**config.mk**
```make
export PLATFORM = sky130hd
export DESIGN_NAME = instr_fetch
export DESIGN_NICKNAME = d
export VERILOG_FILES = /design/src/rtl/instr_fetch.sv
export SDC_FILE = /design/constraint.sdc
export NUM_CORES = 1
export LEC_CHECK = 0
export ABC_AREA = 1
export CAP_MARGIN = 20
export CORE_MARGIN = 1.5
export CORE_UTILIZATION = 48
export DETAILED_ROUTE_END_ITERATION = 8
export PLACE_DENSITY = 0.89
export SYNTH_ARGS = -nofsm -noshare
export SYNTH_HDL_FRONTEND = slang
export SYNTH_SLANG_ARGS = --single-unit
```
**constraint.sdc**
```tcl
create_clock -name clk -period 6 [get_ports clk]
set_input_delay 0.9 -clock clk [delete_from_list [all_inputs] [get_ports clk]]
set_output_delay 0.9 -clock clk [all_outputs]
set_load 0.005 [all_outputs]
```
**src/rtl/instr_fetch.sv**
```systemverilog
// Instruction fetch stage: issues one request at a time, holds the fetched
// word until the decode stage consumes it, and handles redirects and misaligned targets.
module instr_fetch #(
    parameter logic [31:0] RESET_PC = 32'h0000_0000,
    parameter logic [31:0] NOP_INS  = 32'h0000_0013
) (
    input  logic        clk,
    input  logic        rst,
    output logic        imem_req,
    output logic [31:0] imem_addr,
    input  logic        imem_gnt,
    input  logic        imem_rvalid,
    input  logic [31:0] imem_rdata,
    input  logic        branch_taken,
    input  logic [31:0] branch_target,
    input  logic        id_ready,
    output logic [31:0] Ins,
    output logic        en,
    output logic [31:0] pc,
    output logic        fault,
    output logic [31:0] instr_count
);

    typedef enum logic [1:0] {FETCH, WAIT, HOLD, HALT} state_t;

    state_t      state_q, state_d;
    logic [31:0] npc_q, npc_d;
    logic [31:0] pc_d, ins_d, count_d;
    logic        en_d, fault_d, kill_q, kill_d;
    logic        misaligned;

    assign misaligned = branch_taken && (branch_target[1:0] != 2'b00);

    // Gating with rst keeps the request low for the whole reset window.
    assign imem_req  = (state_q == FETCH) && !rst;
    assign imem_addr = npc_q;

    always_comb begin
        // NOTE: every variable gets a default first so no path can infer a latch.
        state_d = state_q;
        npc_d   = npc_q;
        pc_d    = pc;
        ins_d   = Ins;
        en_d    = en;
        fault_d = fault;
        count_d = instr_count;
        kill_d  = kill_q;

        if (misaligned && state_q != HALT) begin
            fault_d = 1'b1;
            en_d    = 1'b0;
            ins_d   = NOP_INS;
            kill_d  = 1'b0;
            state_d = HALT;
        end else begin
            case (state_q)
                FETCH: begin
                    if (branch_taken) npc_d = branch_target;
                    if (imem_gnt) begin
                        kill_d  = branch_taken;
                        state_d = WAIT;
                    end
                end
                WAIT: begin
                    if (imem_rvalid) begin
                        if (kill_q || branch_taken) begin
                            // Response belongs to a squashed path: drop it.
                            if (branch_taken) npc_d = branch_target;
                            kill_d  = 1'b0;
                            state_d = FETCH;
                        end else begin
                            ins_d   = imem_rdata;
                            pc_d    = npc_q;
                            en_d    = 1'b1;
                            npc_d   = npc_q + 32'd4;
                            state_d = HOLD;
                        end
                    end else if (branch_taken) begin
                        npc_d  = branch_target;
                        kill_d = 1'b1;
                    end
                end
                HOLD: begin
                    if (branch_taken) begin
                        npc_d   = branch_target;
                        en_d    = 1'b0;
                        ins_d   = NOP_INS;
                        state_d = FETCH;
                    end else if (en && id_ready) begin
                        en_d    = 1'b0;
                        ins_d   = NOP_INS;
                        count_d = instr_count + 32'd1;
                        state_d = FETCH;
                    end
                end
                default: ;
            endcase
        end
    end

    // NOTE: state registers use non-blocking assignments so all of them update together.
    always_ff @(posedge clk or posedge rst) begin
        if (rst) begin
            state_q     <= FETCH;
            npc_q       <= RESET_PC;
            pc          <= RESET_PC;
            Ins         <= NOP_INS;
            en          <= 1'b0;
            fault       <= 1'b0;
            instr_count <= 32'd0;
            kill_q      <= 1'b0;
        end else begin
            state_q     <= state_d;
            npc_q       <= npc_d;
            pc          <= pc_d;
            Ins         <= ins_d;
            en          <= en_d;
            fault       <= fault_d;
            instr_count <= count_d;
            kill_q      <= kill_d;
        end
    end

endmodule

```
==> metrics <==
status=finished clean; vias in the first global route=6,752; Layout area overhead=38.8%; Worst path max stage delay=0.99 ns; share of the synthesized area in the top cell type=0.469; Multi-input gate area=0.00316 mm²; Tmin final=3.91 ns; initial antenna violation count=1; top post-synthesis cells by area=dfrtp_1 47%, nand2_1 18%, nand3_1 5.7%, inv_1 3.7%, nor2_1 3.6%; FP Rows=43; latest clock arrival within the worst-skew pair=0.42 ns; met2 wire length=9690 µm; Power Density=456 mW/mm²; Net Count, Synth=979; Mapped Avg Cell Area=7.68 µm²; CTS Root Cell=clkbuf_16; Max VDD drop=0.218 mV; Hold Fails Final Rpt=0; sequential element share of the synthesized area=0.481; Final nets=1,172; wire length per cell=15.8 µm; Mapped Area=0.00693 mm²; cell count after synthesis=903; Worst Tran Pin Value=0.976 ns; Crit. End Element=flip-flop; Hold Crit Class=reg -> reg; Critical Path Start Type=input port; GRT overflow=0; wl on met1=8300 µm; CTS resizes=0; final antenna-violating net count=0; hpwl dp=14,800 µm; Worst Path Max Fanout=22; port bufs=200; maximum root-to-sink buffer count=2; overall routing resource usage=0.283; first-pass GRT wire length=33,300 µm; largest net degree at the start of global routing=80; setup_tns=0 ns; GP Congestion=0.988; Critical Path RT=6.29 ns; clk_skew=0.00811 ns; top layer used by detailed routing=met4; CP Buf/Inv Count=1; # fillers=1,103; Initial Util=0.496; Rel. slew slack=0.349; CP Class=in -> reg; Sequential Area=0.00333 mm²; htree depth=4; Max Cap Viol=0; unrepaired setup endpoints after global routing=false; Vias per Instance=5.43; Synth cell types=39; Detailed Route WL=20,400 µm; Max Freq=0.256 GHz; clk sinks=133; synthesis-stage register bit count=133; DRT Pass-1 Iters=5; drt initial violations=626; Worst-path clk slew=0.06 ns; die height=123 µm; Placed Cells=1,257; share of layout cells above drive strength 1=0.0649; commonest cells after routing, fill and taps aside=340 x nand2_1, 200 x clkdlybuf4s50_1, 130 x dfrtp_1, 79 x nand3_1; TritonCTS clock tree=yes; arrival time of the worst setup path=4.20 ns; Post-CTS Setup Bufs=0; Remaining DRCs=0; max-slew violations=0; area leader, netlist=dfrtp_1; cell family with most CP delay=simple AND/OR/NAND/NOR gates; Leak=4.42 nW; total core area=0.0140 mm²; crit path cell chain=clkdlybuf4s50_1 -> nor2_2 -> nand4_1 -> a21oi_2 -> o21ai_0 -> nand2_1 -> o211ai_1; Synth warnings=0; Tcrit/Tclk final=0.652; CP max-delay cell=a21oi_2; most common cell after layout, fill and taps aside=nand2_1; die area=0.0152 mm²; Chip Width=123 µm; total CTS buffers=17; total number of vias=7,006; hold_buf cts=0; # setup viols final=0; fin cells=1,290; WL met3=1630 µm; Ports=201
==> Yosys cell counts <==
library cell,number
a21boi_0,1
a21oi_1,18
a21oi_2,1
a22oi_1,1
a31o_2,1
a31oi_1,9
and2_1,3
buf_1,1
buf_2,13
buf_4,2
buf_6,4
clkbuf_1,9
clkinv_1,1
dfrtp_1,130
dfstp_2,3
ha_1,6
inv_1,68
inv_2,3
inv_4,1
nand2_1,340
nand2_2,1
nand3_1,79
nand3_2,1
nand3_4,1
nand3b_4,1
nand4_1,8
nor2_1,67
nor2_2,4
nor2_4,6
nor3_1,22
nor3_2,2
nor3_4,2
nor4_1,2
o211ai_1,7
o21ai_0,47
o31ai_1,1
or2_2,10
xnor2_1,8
xor2_1,19
==> state kept, by name (all words and copies together) (netlist names) <==
register     count
Ins             32
imem_addr       32
instr_count     32
pc              32
state_q          2
en               1
fault            1
kill_q           1
==> path summary, 6_finish.rpt <==
path	start	to	slack (ns)	cells past startpoint
setup reg to reg	kill_q	imem_addr[14]	2.86	6
max in group asynchronous	rst	instr_count[5]	3.62	3
hold / removal	fault	fault	0.46	1
min in group asynchronous	rst	instr_count[15]	1.10	2
hold reg to reg	fault	fault	0.46	1
setup / recovery	branch_taken	imem_addr[14]	2.09	7
==> power breakdown <==
| part | total, W | switching, W | internal (W) |
|---|---|---|---|
| sequential | 0.00154 | 0.000308 | 0.00123 |
| clock | 0.00104 | 0.000394 | 0.000645 |
| combinational | 0.00182 | 0.000947 | 0.000869 |
| total | 0.00439 | 0.00165 | 0.00274 |
==> worst register-to-register path: cells and delay by family (launching register included) <==
| family | cells | cell delay (ns) |
|---|---|---|
| AO/OA/AOI/OAI | 3 | 1.32 |
| AND/OR/NAND/NOR | 3 | 1.30 |
| flip-flops | 1 | 0.40 |
==> layer usage <==
metal,global-route usage,vias to the layer above
li1,-,3289
met1,0.362,3276
met2,0.445,367
met3,0.0692,74
met4,0.149,0
met5,0,-
==> logic make-up (layout without fill, tap and decap cells) <==
logic type                 Yosys count  in the layout  share of synthesized area
AOI/OAI and AO/OA                   86             86                     0.0684
other                                0              1                          0
DFF                                133            133                      0.481
buffers and inverters              102            308                     0.0633
adders and majority gates            6              6                     0.0108
xor gates and xnor gates            27             27                     0.0341
and+or+nand+nor                    549            549                      0.343
==> final cells by class <==
class | instances | area share
antenna | 1 | 0.000260
clock buffer | 21 | 0.0489
sequential | 133 | 0.346
clock inverter | 11 | 0.0130
inverter | 73 | 0.0290
timing repair buffer | 203 | 0.210
tap | 180 | 0.0234
multi-input combinational | 668 | 0.329
==> per-stage QoR <==
step,util,setup WS [ns],area [µm²],total power [W],hold WS [ns]
6_report,0.688,2.09,9620,0.00439,0.463
4_1_cts,0.688,2.23,9620,0.00440,0.469
2_1_floorplan,-,1.55,6930,0.00241,0.465
3_3_place_gp,0.645,1.90,9020,0.00327,0.453
3_5_place_dp,0.645,1.82,9020,0.00334,0.457
5_1_grt,0.688,1.77,9620,0.00469,0.495
Power figures use the tool's default switching activity.
